===== src/rtl/game_scheduler.sv =====
// Fruit-catching game scheduler: four falling fruit slots, one movable basket,
// and a per-frame update sweep that steps basket, slots and spawner in turn.
module game_scheduler #(
    parameter int SCREEN_W     = 640,
    parameter int BASKET_Y     = 450,
    parameter int FLOOR_Y      = 479,
    parameter int HALF_W       = 50,
    parameter int BASKET_STEP  = 4,
    parameter int FALL_STEP    = 2,
    parameter int SPAWN_PERIOD = 60,
    parameter int LIVES_INIT   = 3
) (
    input  logic        Clock,
    input  logic        Resetn,
    input  logic        FrameTick,
    input  logic        Start,
    input  logic        MoveRight,
    input  logic        MoveLeft,
    output logic [9:0]  BasketX,
    output logic [3:0]  FruitActive,
    output logic [39:0] FruitX,
    output logic [39:0] FruitY,
    output logic [7:0]  Score,
    output logic [1:0]  Lives,
    output logic [1:0]  State
);
    typedef enum logic [1:0] {
        S_IDLE   = 2'd0,
        S_PLAY   = 2'd1,
        S_UPDATE = 2'd2,
        S_OVER   = 2'd3
    } state_e;

    localparam int            CW       = $clog2(SPAWN_PERIOD + 1);
    localparam logic [9:0]    X_HOME   = 10'd320;
    localparam logic [9:0]    X_MAX    = 10'(SCREEN_W - 1 - HALF_W);
    localparam logic [9:0]    X_MIN    = 10'(HALF_W);
    localparam logic [9:0]    X_STEP   = 10'(BASKET_STEP);
    localparam logic [9:0]    X_HI_LIM = 10'(SCREEN_W - 1 - HALF_W - BASKET_STEP);
    localparam logic [9:0]    X_LO_LIM = 10'(HALF_W + BASKET_STEP);
    localparam logic [CW-1:0] CNT_WRAP = CW'(SPAWN_PERIOD);

    state_e        state_q, state_d;
    logic [2:0]    step_q, step_d;
    logic [9:0]    lfsr_q, lfsr_d;
    logic [9:0]    basket_q, basket_d;
    logic [3:0]    active_q, active_d;
    logic [9:0]    fx_q [4];
    logic [9:0]    fx_d [4];
    logic [9:0]    fy_q [4];
    logic [9:0]    fy_d [4];
    logic [7:0]    score_q, score_d;
    logic [1:0]    lives_q, lives_d;
    logic [CW-1:0] cnt_q, cnt_d;

    // Slot under evaluation in sweep cycles 1..4; basket_q already holds this frame's move.
    logic [1:0]         slot_idx;
    logic [10:0]        y_next;
    logic signed [10:0] dx;
    logic [10:0]        dx_abs;
    logic               caught, missed;

    assign slot_idx = 2'(step_q - 3'd1);
    assign y_next   = {1'b0, fy_q[slot_idx]} + 11'(FALL_STEP);
    assign dx       = $signed({1'b0, fx_q[slot_idx]}) - $signed({1'b0, basket_q});
    assign dx_abs   = dx[10] ? (~dx + 11'd1) : dx;
    assign caught   = (y_next >= 11'(BASKET_Y)) && (dx_abs < 11'(HALF_W));
    assign missed   = (y_next >= 11'(FLOOR_Y));

    logic [1:0]    free_idx;
    logic          any_free;
    logic [CW-1:0] cnt_inc;

    always_comb begin
        free_idx = 2'd0;
        any_free = 1'b0;
        for (int i = 3; i >= 0; i--) begin
            if (!active_q[i]) begin
                free_idx = 2'(i);
                any_free = 1'b1;
            end
        end
    end

    assign cnt_inc = cnt_q + CW'(1);

    always_comb begin
        state_d  = state_q;
        step_d   = step_q;
        lfsr_d   = {lfsr_q[8:0], lfsr_q[9] ^ lfsr_q[6]};
        basket_d = basket_q;
        active_d = active_q;
        fx_d     = fx_q;
        fy_d     = fy_q;
        score_d  = score_q;
        lives_d  = lives_q;
        cnt_d    = cnt_q;
        case (state_q)
            S_IDLE, S_OVER: begin
                if (Start) begin
                    state_d  = S_PLAY;
                    score_d  = 8'd0;
                    lives_d  = 2'(LIVES_INIT);
                    basket_d = X_HOME;
                    active_d = 4'd0;
                    cnt_d    = '0;
                end
            end
            S_PLAY: begin
                if (FrameTick) begin
                    state_d = S_UPDATE;
                    step_d  = 3'd0;
                end
            end
            default: begin
                step_d = step_q + 3'd1;
                case (step_q)
                    3'd0: begin
                        if (MoveRight && !MoveLeft)
                            basket_d = (basket_q >= X_HI_LIM) ? X_MAX : basket_q + X_STEP;
                        else if (MoveLeft && !MoveRight)
                            basket_d = (basket_q <= X_LO_LIM) ? X_MIN : basket_q - X_STEP;
                    end
                    3'd1, 3'd2, 3'd3, 3'd4: begin
                        if (active_q[slot_idx]) begin
                            if (caught) begin
                                active_d[slot_idx] = 1'b0;
                                if (score_q != 8'hFF) score_d = score_q + 8'd1;
                            end else if (missed) begin
                                active_d[slot_idx] = 1'b0;
                                if (lives_q != 2'd0) lives_d = lives_q - 2'd1;
                            end else begin
                                fy_d[slot_idx] = 10'(y_next);
                            end
                        end
                    end
                    default: begin
                        cnt_d = cnt_inc;
                        if (cnt_inc == CNT_WRAP) begin
                            cnt_d = '0;
                            if (any_free) begin
                                active_d[free_idx] = 1'b1;
                                fy_d[free_idx]     = 10'd0;
                                fx_d[free_idx]     = 10'd64 + {1'b0, lfsr_q[8:0]};
                            end
                        end
                        step_d  = 3'd0;
                        state_d = (lives_q == 2'd0) ? S_OVER : S_PLAY;
                    end
                endcase
            end
        endcase
    end

    always_ff @(posedge Clock or negedge Resetn) begin
        if (!Resetn) begin
            state_q  <= S_IDLE;
            step_q   <= 3'd0;
            lfsr_q   <= 10'h2A5;
            basket_q <= X_HOME;
            active_q <= 4'd0;
            score_q  <= 8'd0;
            lives_q  <= 2'(LIVES_INIT);
            cnt_q    <= '0;
            for (int i = 0; i < 4; i++) begin
                fx_q[i] <= 10'd0;
                fy_q[i] <= 10'd0;
            end
        end else begin
            state_q  <= state_d;
            step_q   <= step_d;
            lfsr_q   <= lfsr_d;
            basket_q <= basket_d;
            active_q <= active_d;
            score_q  <= score_d;
            lives_q  <= lives_d;
            cnt_q    <= cnt_d;
            for (int i = 0; i < 4; i++) begin
                fx_q[i] <= fx_d[i];
                fy_q[i] <= fy_d[i];
            end
        end
    end

    for (genvar g = 0; g < 4; g++) begin : g_pack
        assign FruitX[10*g +: 10] = fx_q[g];
        assign FruitY[10*g +: 10] = fy_q[g];
    end

    assign BasketX     = basket_q;
    assign FruitActive = active_q;
    assign Score       = score_q;
    assign Lives       = lives_q;
    assign State       = state_q;
endmodule

===== config.mk =====
export PLATFORM = sky130hd
export DESIGN_NAME = game_scheduler
export DESIGN_NICKNAME = d
export VERILOG_FILES = /design/src/rtl/game_scheduler.sv
export SDC_FILE = /design/constraint.sdc
export NUM_CORES = 1
export LEC_CHECK = 0
export ABC_AREA = 0
export CAP_MARGIN = 25
export CORE_UTILIZATION = 30
export CTS_BUF_LIST = sky130_fd_sc_hd__clkbuf_8
export CTS_CLUSTER_DIAMETER = 100
export DETAILED_ROUTE_END_ITERATION = 8
export GPL_TIMING_DRIVEN = 0
export SYNTH_ARGS = -nofsm -noshare
export SYNTH_HDL_FRONTEND = slang
export SYNTH_SLANG_ARGS = --single-unit

===== constraint.sdc =====
create_clock -name Clock -period 6.4 [get_ports Clock]
set_input_delay 1.6 -clock Clock [delete_from_list [all_inputs] [get_ports Clock]]
set_output_delay 1.6 -clock Clock [all_outputs]
set_load 0.03 [all_outputs]

==> metrics.md, run 1 <==
| Metric | Value |
|---|---|
| Pint | `between 1500 and 2000 uW` |
| Seq/Total Area, Yosys | `0.4287` |
| Vias in the first global route | `around 6000` |
| Root buf cell | `clkbuf_8` |
| Fmax | `0.1669 GHz` |
| Sw Share | `0.4220` |
| Largest family of logic cells by synthesized area | `simple AND/OR/NAND/NOR gates` |
| Worst r2r src | `step_q[0]$_DFFE_PN0P_` |
| Clock skew | `about 11 ps` |
| Critical Path AT | `6280 ps` |
| CTS tree | `yes` |
| Ports | `112` |
| Synth cell types | `70` |
| Net Switching | `1346 uW` |
| Leak pwr | `~0.0039 uW` |
| Share of cells above drive strength 1 | `0.1120` |
| P per Cell Area | `between 300 and 400 nW/um^2` |
| CTS Buf Count | `17` |
| Yosys reg bits | `125` |
| PostCTS Resize Cnt | `0` |
| Post-Syn Nets | `780` |
| WP data required | `6690 ps` |
| Initial antenna violation count | `0` |
| Async SR Flop Fraction | `1.000` |
| H-tree depth | `4` |
| RSZ-0062 raised after global routing | `false` |
| DP Area | `slightly below 9000 um^2` |
| Post-layout min period | `5992 ps` |
| Reg-to-reg slack, setup | `a little over 400 ps` |
| Compound-gate portion of the synthesized area | `0.1201` |
| Die area | `about 25000 um^2` |
| Nets | `910` |
| WL/cell | `about 18 um` |
| Antenna cells | `0` |
| Initial detailed-routing violation count | `roughly 380` |
| Pre-CTS setup slack | `~180 ps` |
| Setup bufs post-CTS | `0` |
| Fillers | `2400` |
| Gate power share | `0.452` |
| Post-DP HPWL | `~16000 um` |
| Final period util | `0.9363` |
| Worst slew pin tran | `975.8 ps` |
| Die Ht | `158.2 um` |
| Fin cells | `1203` |
| Final Setup Violations | `0` |
| Die width | `158.2 um` |
| Simple-gate area share of the yosys netlist | `0.1825` |
| XOR/XNOR Fraction of Synth Area | `0.02751` |
| Mapped Area | `7322 um^2` |
| Clk buf depth | `2` |
| Seq pwr share | `0.298` |
| Min-Delay Path Class | `reg2reg` |
| Gpl congestion | `0.8230` |
| Largest net degree at the start of global routing | `roughly 100` |
| Worst hold slack | `411.7 ps` |
| Setup ws final | `around 400 ps` |
| Rows | `56` |
| Worst VDD drop | `0.1531 mV` |
| Hold Buf Count CTS | `0` |
| Core Area | `23680 um^2` |
| Reg clk slew, reported paths | `~80 ps` |
| FF-to-FF path depth | `19` |
| Drt drc | `0` |
| Crit path to | `FruitY[0]$_DFFE_PN0P_` |
| Post-Synth Adder-Cell Area | `0.05742` |
| Remaining global-route overflow | `0` |
| Initial Utilization | `0.3092` |
| First-pass GRT wire length | `~34000 um` |
| Port buffer count | `111` |
| Finished Cell Area | `roughly 9300 um^2` |
| EDFF count, synth | `0` |
| Crit Path Class | `reg2reg` |
| Post-Route WL | `around 21000 um` |
| Yosys warns | `0` |
| Fin. Hold Viols | `0` |
| Syn Inst Count | `741` |
| Slew HR | `0.3481` |
| TritonCTS Sinks | `125` |
| Worst flop-to-flop path endpoint | `FruitY[0]$_DFFE_PN0P_` |
| Slew Viols, Final | `0` |
| Max Cap Viol | `0` |
| Detailed-route via count | `between 6000 and 7000` |
| Mux share of post-synthesis cell area | `0.1494` |
| Crit path from | `step_q[0]$_DFFE_PN0P_` |
| Placed Cells incl. Taps | `1172` |
| Syn_area_per_cell | `9.881 um^2` |
| Status | `completed` |
| Clock share of power | `0.250` |
| Vias per cell | `5.146` |
| Pre-antenna DRT Iters | `5` |
| CP Capture Type | `flop` |
| Clk_lat worst skew | `about 450 ps` |
| CP max FO | `19` |
| Layout area overhead | `27.12%` |
| Post-synth top flop | `dfrtp_1` |
| Total track usage | `0.1785` |
| Startpoint type of the worst setup path | `flop` |
| Final antenna-violating net count | `0` |
[power groups by stage]
stage	clock, uW	sequential, uW	combinational [uW]
after floorplan	0	1040	946
after global placement	0	965	1410
after detailed placement	0	967	1440
after CTS	814	952	1440
after global routing	848	963	1580
final	797	951	1440
[worst max-delay path, cell delays in order, from the launching register on]
cell and delay, ps:
dfrtp_1 630, buf_6 250, inv_1 130, ha_1 460, buf_2 540, mux4_2 390
inv_1 110, ha_1 170, inv_1 50, fa_1 430, a21o_1 210, a21oi_1 170
xnor2_1 180, a2111o_1 480, o311ai_1 310, o2111ai_1 230, nor4_4 500, nor3_1 130
buf_2 280, mux2i_1 160
[per-layer routing]
layer,part of all wire,vias to the layer above,global-route usage
li1,-,2921,-
met1,0.45,3063,0.2472
met2,0.48,183,0.2801
met3,0.054,24,0.03394
met4,0.016,0,0.05540
met5,0,-,0
[metrics by stage]
stage	power [uW]	util	setup TNS, ps
after floorplan	1983	-	0
after global placement	2380	0.3729	-170960
after CTS	3209	0.3932	0
after detailed placement	2404	0.3742	0
after global routing	3395	0.3930	0
final	3189	0.3930	0
[sequential cells by signal (all words and copies together), names as in the netlist]
register / cells
BasketX: 10
FruitX: 40
Lives: 2
step_q: 3
FruitActive: 4
Score: 8
lfsr_q: 10
FruitY: 40
State: 2
cnt_q: 6
[worst min-delay path by stage]
stage	depth (start not counted)	startpoint	endpoint	slack (ps)
after floorplan	0	lfsr_q[8]$_DFF_PN0_	lfsr_q[9]$_DFF_PN1_	390
after global placement	0	lfsr_q[7]$_DFF_PN1_	lfsr_q[8]$_DFF_PN0_	400
after detailed placement	0	lfsr_q[7]$_DFF_PN1_	lfsr_q[8]$_DFF_PN0_	410
after CTS	0	lfsr_q[7]$_DFF_PN1_	lfsr_q[8]$_DFF_PN0_	410
after global routing	0	lfsr_q[7]$_DFF_PN1_	lfsr_q[8]$_DFF_PN0_	420
final	0	lfsr_q[7]$_DFF_PN1_	lfsr_q[8]$_DFF_PN0_	410
[logic make-up (layout without fill, tap and decap cells)]
| family | count (synthesis) | in the layout |
|---|---|---|
| flip-flops | 125 | 125 |
| adder cells (fa/ha/maj) | 33 | 33 |
| AO/OA/AOI/OAI | 128 | 128 |
| XOR/XNOR | 23 | 23 |
| multiplexers | 82 | 82 |
| AND/OR/NAND/NOR | 289 | 289 |
| buffers and inverters | 61 | 204 |
[cell usage after synthesis, drive strengths merged, types with 3 or more instances]
cell,n,share of area
and3,5,0.0043
nand2,141,0.072
and2,6,0.0051
dfrtp,116,0.40
o21ai,39,0.027
or3,7,0.0060
mux2,18,0.028
or2,4,0.0034
o22ai,5,0.0051
a21o,4,0.0041
a21oi,21,0.014
dfstp,9,0.032
nor2b,8,0.0068
o211ai,3,0.0031
inv,31,0.016
nand3,26,0.018
a211oi,3,0.0031
mux2i,44,0.060
xor2,9,0.011
a22o,5,0.0060
nor4,6,0.0080
xnor2,14,0.017
a221oi,4,0.0048
a31oi,8,0.0068
o41ai,3,0.0046
nor3,16,0.011
o311ai,4,0.0048
nand2b,8,0.0068
clkbuf,20,0.010
buf,10,0.0082
mux4,20,0.062
a22oi,3,0.0031
o21a,3,0.0031
nand4,12,0.010
ha,32,0.055
nor2,41,0.021
[final cells by class]
class | count | area, um^2 | share of cell area
plain buffers | 29 | 131.4 | 0.01411
repair buffers | 112 | 1140 | 0.1225
clock buffers | 19 | 261.5 | 0.02810
multi-input cells | 555 | 3931 | 0.4224
inverters | 31 | 116.4 | 0.01250
clock inverters | 13 | 188.9 | 0.02030
well taps | 319 | 399.1 | 0.04288
flip-flops and latches | 125 | 3139 | 0.3373
[cells in the final DEF, fill, tap and decap left out, types with 7 or more instances in the layout]
master | synthesis | layout
nand2_1 | 141 | 141
dfrtp_1 | 116 | 116
clkdlybuf4s50_1 | 0 | 110
mux2i_1 | 44 | 44
nor2_1 | 41 | 41
o21ai_0 | 36 | 36
inv_1 | 31 | 32
ha_1 | 32 | 32
nand3_1 | 26 | 26
a21oi_1 | 21 | 21
mux4_2 | 20 | 20
clkbuf_1 | 20 | 20
clkbuf_8 | 0 | 19
mux2_2 | 18 | 18
nor3_1 | 16 | 16
xnor2_1 | 14 | 14
nand4_1 | 12 | 12
dfstp_2 | 9 | 9
xor2_1 | 9 | 9
nor2b_1 | 8 | 8
nand2b_1 | 8 | 8
a31oi_1 | 8 | 8
or3_1 | 7 | 7
No activity file was read; power rests on OpenSTA's default activity.
==> run 2, diff against run 1 <==
--- a/config.mk
+++ b/config.mk
@@ -10,6 +10,7 @@
 export CORE_UTILIZATION = 30
 export CTS_BUF_LIST = sky130_fd_sc_hd__clkbuf_8
 export CTS_CLUSTER_DIAMETER = 100
+export CTS_CLUSTER_SIZE = 24
 export DETAILED_ROUTE_END_ITERATION = 8
 export GPL_TIMING_DRIVEN = 0
 export SYNTH_ARGS = -nofsm -noshare
==> results of run 2 <==
Same layout as run 1: the final DEF is identical, and so are final timing and power.
==> run 3, diff against run 2 <==
--- a/config.mk
+++ b/config.mk
@@ -6,13 +6,14 @@
 export NUM_CORES = 1
 export LEC_CHECK = 0
 export ABC_AREA = 0
-export CAP_MARGIN = 25
+export CAP_MARGIN = 40
 export CORE_UTILIZATION = 30
 export CTS_BUF_LIST = sky130_fd_sc_hd__clkbuf_8
 export CTS_CLUSTER_DIAMETER = 100
 export CTS_CLUSTER_SIZE = 24
 export DETAILED_ROUTE_END_ITERATION = 8
 export GPL_TIMING_DRIVEN = 0
+export SKIP_CTS_REPAIR_TIMING = 1
 export SYNTH_ARGS = -nofsm -noshare
 export SYNTH_HDL_FRONTEND = slang
 export SYNTH_SLANG_ARGS = --single-unit
==> run 3 against run 2 <==
Worst hold slack lost 4.6 ps. Combinational power is essentially flat. Design area shrank 0.26%. Total power shrank 2.7%. Maximum frequency shrank 0.32%.
==> metrics.md, run 3 (synthesized netlist as in run 1, its figures left out) <==
| Metric | Value |
|---|---|
| Status | `completed` |
| Final Setup Violations | `0 (unchanged)` |
| Clock skew | `13.29 ps (+2.790 ps)` |
| RSZ-0062 raised after global routing | `false` |
| Vias per cell | `5.156 (+0.19%)` |
| Drt drc | `0 (unchanged)` |
| Final antenna-violating net count | `0 (unchanged)` |
| Gpl congestion | `0.8230 (unchanged)` |
| Crit Path Class | `reg2reg` |
| Pint | `1772 uW (-3.9%)` |
| Post-DP HPWL | `15700 um (+0.27%)` |
| H-tree depth | `4 (unchanged)` |
| Clock share of power | `0.229 (-0.021)` |
| Clk buf depth | `2 (unchanged)` |
| Ports | `112 (unchanged)` |
| Port buffer count | `111 (unchanged)` |
| Metal2 WL | `9928 um (-2.5%)` |
| Initial antenna violation count | `0 (unchanged)` |
| Metal-1 WL | `9950 um (+2.9%)` |
| Uppermost layer routed | `met4` |
| Total track usage | `0.1770 (-0.001482)` |
| Most frequent cells in the layout | `141 x nand2_1, 116 x dfrtp_1, 110 x clkdlybuf4s50_1` |
| WL/cell | `17.61 um (-0.81%)` |
| Initial Utilization | `0.3092 (unchanged)` |
| Storage element area | `3139 um^2 (unchanged)` |
| Reg clk slew, reported paths | `80 ps (about the same)` |
| Total design power | `3103 uW (-2.7%)` |
| CP max FO | `19 (unchanged)` |
| Worst VDD drop | `0.1570 mV (+2.5%)` |
| Root buf cell | `clkbuf_8` |
| Detailed-route via count | `6218 (+0.44%)` |
| CTS Buf Count | `17 (unchanged)` |
| Post-Route WL | `21230 um (-0.56%)` |
| Crit path cell chain | `buf_6 -> inv_1 -> ha_1 -> buf_2 -> mux4_2 -> inv_1 -> ha_1 -> inv_1 -> fa_1 -> a21o_1 -> a21oi_1 -> xnor2_1 -> a2111o_1 -> o311ai_1 -> o2111ai_1 -> nor4_4 -> nor3_1 -> buf_2 -> mux2i_1` |
| Die Ht | `158.2 um (unchanged)` |
| Pre-CTS setup slack | `177.2 ps (-5.611 ps)` |
| Vias in the first global route | `6087 (+1.2%)` |
| WP data required | `6680 ps (about the same)` |
| Multi-input logic area | `3931 um^2 (unchanged)` |
| Fin. Hold Viols | `0 (unchanged)` |
| Initial detailed-routing violation count | `366 (-4.7%)` |
| Most common cell after layout, fill and taps aside | `nand2_1` |
| Post-layout min period | `6012 ps (+19.41 ps)` |
| P per Cell Area | `334.2 nW/um^2 (-2.5%)` |
| Final period util | `0.9393 (+0.003034)` |
| Clk_lat worst skew | `440 ps (about the same)` |
| Die width | `158.2 um (unchanged)` |
| Share of cells above drive strength 1 | `0.1150 (+0.003003)` |
| First-pass GRT wire length | `33510 um (-0.55%)` |
| Die area | `25040 um^2 (unchanged)` |
| CP max stage delay | `620 ps (about the same)` |
| Critical Path AT | `6290 ps (about the same)` |
| Most used cell along the critical path | `inv_1` |
| Met3 WL | `981 um (-15%)` |
| Min-Delay Path Class | `reg2reg` |
| Net Switching | `1330 uW (-1.2%)` |
| CTS tree | `yes` |
| TritonCTS Sinks | `125 (unchanged)` |
| Antenna cells | `0 (unchanged)` |
| Setup TNS | `0 ps (unchanged)` |
| Nets | `913 (+0.33%)` |
| Layout area overhead | `26.79%` |
| Largest net degree at the start of global routing | `87 (-11%)` |
| Core Area | `23680 um^2 (unchanged)` |
| Max Cap Viol | `0 (unchanged)` |
| Slew HR | `0.4433 (+0.09522)` |
| Sw Share | `0.4288 (+0.006745)` |
| Seq pwr share | `0.306 (+0.008)` |
| Worst slew pin tran | `835.1 ps (-140.7 ps)` |
| Remaining global-route overflow | `0 (unchanged)` |
| CP max stage cell | `dfrtp_1` |
| Pre-antenna DRT Iters | `5 (unchanged)` |
| Leak pwr | `0.003906 uW (about the same)` |
| Fmax | `0.1663 GHz (-0.32%)` |
| CP Capture Type | `flop` |
| Rows | `56 (unchanged)` |
| Fillers | `2383 (-0.71%)` |
| Startpoint type of the worst setup path | `flop` |
| Setup ws final | `388.4 ps (-19.42 ps)` |
| Slew Viols, Final | `0 (unchanged)` |
| Gate power share | `0.464 (+0.012)` |
## run 3: cell types whose count changed in the layout (fill, tap and decap cells not counted)
| cell | delta |
|---|---|
| bufinv_16 | -2 |
| clkinv_2 | +2 |
| buf_8 | +1 |
| clkinvlp_4 | -1 |
| buf_2 | +2 |
| inv_6 | +1 |
## run 3: area by class of cell
cell class / count / share of cell area
Multi-Input combinational cell: 555 / 0.4235
Sequential cell: 125 / 0.3381
Timing Repair Buffer: 115 / 0.1255
Tap cell: 319 / 0.04299
Clock buffer: 19 / 0.02817
Clock inverter: 13 / 0.01509
Buffer: 29 / 0.01415
Inverter: 31 / 0.01253
## run 3: metal layers
metal  vias to the layer above  track usage
met5                         -            0
met4                         0      0.05723
met3                        24      0.03723
met2                       153       0.2788
met1                      3113       0.2412
li1                       2928            -
## run 3: final timing paths
check | from | endpoint | slack, ps | depth (start not counted)
min | lfsr_q[8]$_DFF_PN0_ | lfsr_q[9]$_DFF_PN1_ | 410 | 0
min reg2reg | lfsr_q[8]$_DFF_PN0_ | lfsr_q[9]$_DFF_PN1_ | 410 | 0
max in group asynchronous | Resetn | lfsr_q[0]$_DFF_PN1_ | 4510 | 2
max reg2reg | step_q[0]$_DFFE_PN0P_ | FruitY[0]$_DFFE_PN0P_ | 390 | 19
max | step_q[0]$_DFFE_PN0P_ | FruitY[0]$_DFFE_PN0P_ | 390 | 19
min in group asynchronous | Resetn | Score[4]$_DFFE_PN0P_ | 1070 | 1
## run 3: per-stage QoR
| step | cell area, um^2 | std cells | hold slack, ps | util |
|---|---|---|---|---|
| after floorplan | 7322 | 741 | 393.0 | - |
| after global placement | 8832 | 1171 | 400.3 | 0.3729 |
| after detailed placement | 8886 | 1175 | 405.8 | 0.3752 |
| after CTS | 9288 | 1207 | 404.9 | 0.3922 |
| after global routing | 9284 | 1206 | 419.1 | 0.3920 |
| final | 9284 | 1206 | 407.1 | 0.3920 |
## run 3: power by group through the flow
stage | clock network, uW | registers [uW] | logic [uW]
6_report | 711 | 951 | 1440
5_1_grt | 763 | 963 | 1580
3_3_place_gp | 0 | 965 | 1410
4_1_cts | 729 | 951 | 1450
2_1_floorplan | 0 | 1040 | 946
3_5_place_dp | 0 | 967 | 1440
## run 3: worst max-delay path, delay by kind of cell (launching register included)
family                     cells  cell delay, ps
and+or+nand+nor                2             640
buffers and inverters          6            1370
DFF                            1             620
adders and majority gates      3            1030
xor gates and xnor gates       1             180
AOI/OAI and AO/OA              5            1440
muxes                          2             550
==> edit, RTL diff (config.mk and constraints of run 3) <==
The parameter `SPAWN_PERIOD` goes from 60 to 30.
--- a/src/rtl/game_scheduler.sv
+++ b/src/rtl/game_scheduler.sv
@@ -8,5 +8,5 @@
     parameter int BASKET_STEP  = 4,
     parameter int FALL_STEP    = 2,
-    parameter int SPAWN_PERIOD = 60,
+    parameter int SPAWN_PERIOD = 30,
     parameter int LIVES_INIT   = 3
 ) (
Function: no difference found for any inputs over 4 cycles, from zero or initial values and one cycle with Resetn low; that may be too few to reach the edited logic, so the function may still have changed.
==> edit against run 3 <==
- combinational power rose by 15%
- total power rose by 8.3%
- synthesized area rose by 4.0%
- worst setup slack improved by 0.013 ns
- via count rose by 6.2%
- cell count rose by 3.7%
- critical path type unchanged
- sequential cell count fell by 1
- synthesized cell count rose by 5.3%
- highest routed layer unchanged
- wire length rose by 4.3%
- largest power group unchanged
- cell area rose by 3.3%
- hold slack improved by 0.0086 ns
==> edit: results (changes against run 3) <==
{| class="wikitable"
! Metric !! Value
|-
| Post-route setup TNS || 0 ns (unchanged)
|-
| Placed cell areas || 9180 µm² (+3.3%)
|-
| Hold Worst Slack || 0.416 ns (+0.00864 ns)
|-
| Total Power Consumption || 3.36 mW (+8.3%)
|-
| Total combinational power || 1.66 mW (+15%)
|-
| CP delay by family, top || simple AND/OR/NAND/NOR gates
|-
| Clock Skews || 0.0213 ns (+0.00797 ns)
|-
| Leading cell types by total area after synthesis || dfrtp_1 38%, nand2_1 6.5%, mux4_2 5.9%
|-
| Total vias in the final route || 6602 (+6.2%)
|-
| Complex-gate fraction of the synthesized area || 0.144 (+0.0237)
|-
| Total net switching power || 1.50 mW (+12%)
|-
| Fraction of the yosys area taken by sequential cells || 0.409 (-0.0197)
|-
| Routed len/inst || 17.7 µm (+0.56%)
|-
| Placed insts || 1218 (+3.7%)
|-
| Adder-cell share of the synthesized area || 0.0569 (-0.000555)
|-
| Total power divided by cell area || 350 nW/µm² (+4.8%)
|-
| Worst ir drop on vdd || 0.000135 V (-14%)
|-
| Metal1 wirelength || 10400 µm (+4.3%)
|-
| Worst Hold End || lfsr_q[9]$_DFF_PN1_
|-
| Die extent in x || 161 µm (+1.9%)
|-
| Met2 Resource Use GR || 0.277 (-0.00139)
|-
| CP max FO || 10 (-9)
|-
| Half-perimeter wire length after placement || 16100 µm (+2.4%)
|-
| First DRT Iteration DRCs || 484 (+32%)
|-
| Run status || complete, no violations
|-
| Aggregate global-route resource usage || 0.177 (about the same)
|-
| Clock latency of the later-clocked register in the worst-skew pair || 0.46 ns (+0.02 ns)
|-
| Crit path DAT || 6.31 ns (+0.02 ns)
|-
| Fraction of synthesized area in multiplexers || 0.150 (+0.000526)
|-
| Xor/xnor share of the synthesized area || 0.0219 (-0.00565)
|-
| Layout cells sized above 1 || 0.115 (+0.000432)
|-
| Total wire length after detailed routing || 22100 µm (+4.3%)
|-
| Static leakage power || 4.17 nW (+6.8%)
|-
| Wire length on met2 || 10100 µm (+2.1%)
|-
| Total of fill cells in the finished design || 2454 (+3.0%)
|-
| H-Tree Depth || 4 (unchanged)
|-
| Number of nets produced by synthesis || 820 (+5.1%)
|-
| Final-stage net count || 954 (+4.5%)
|-
| First-pass GRT wire length || 36300 µm (+8.3%)
|-
| Crit Reg-Reg Endpoint || Score[5]$_DFFE_PN0P_
|-
| Largest stage delay on the critical path || 0.60 ns (-0.02 ns)
|-
| Maximum number of pins on one net before global-route repair || 82 (-5.7%)
|-
| Sum of met3 wire segment lengths after detailed routing || 1190 µm (+22%)
|-
| Post-placement setup slack || 0.143 ns (-0.0340 ns)
|-
| Distinct cell type count after synthesis || 76 (+8.6%)
|-
| Routing usage on met3 || 0.0393 (+0.00206)
|}
[edit: final cells by class]
cell class	instances	share of cell area
multi-input combinational	579	0.436
timing repair buffer	115	0.122
buffer	42	0.0201
inverter	35	0.0137
clock inverter	15	0.0168
clock buffer	17	0.0244
sequential	124	0.325
tap	324	0.0423
[edit: how the worst max path moves through the flow]
stage	start	end	slack (ns)	cells past startpoint
floorplan	step_q[0]$_DFFE_PN0P_	Score[3]$_DFFE_PN0P_	1.22	18
global placement	Resetn	Score[2]$_DFFE_PN0P_	-1.39	1
detailed placement	step_q[0]$_DFFE_PN0P_	Score[1]$_DFFE_PN0P_	0.14	17
CTS	step_q[0]$_DFFE_PN0P_	Score[1]$_DFFE_PN0P_	0.09	17
global route	step_q[0]$_DFFE_PN0P_	Score[5]$_DFFE_PN0P_	0.02	19
finish	step_q[0]$_DFFE_PN0P_	Score[5]$_DFFE_PN0P_	0.40	19
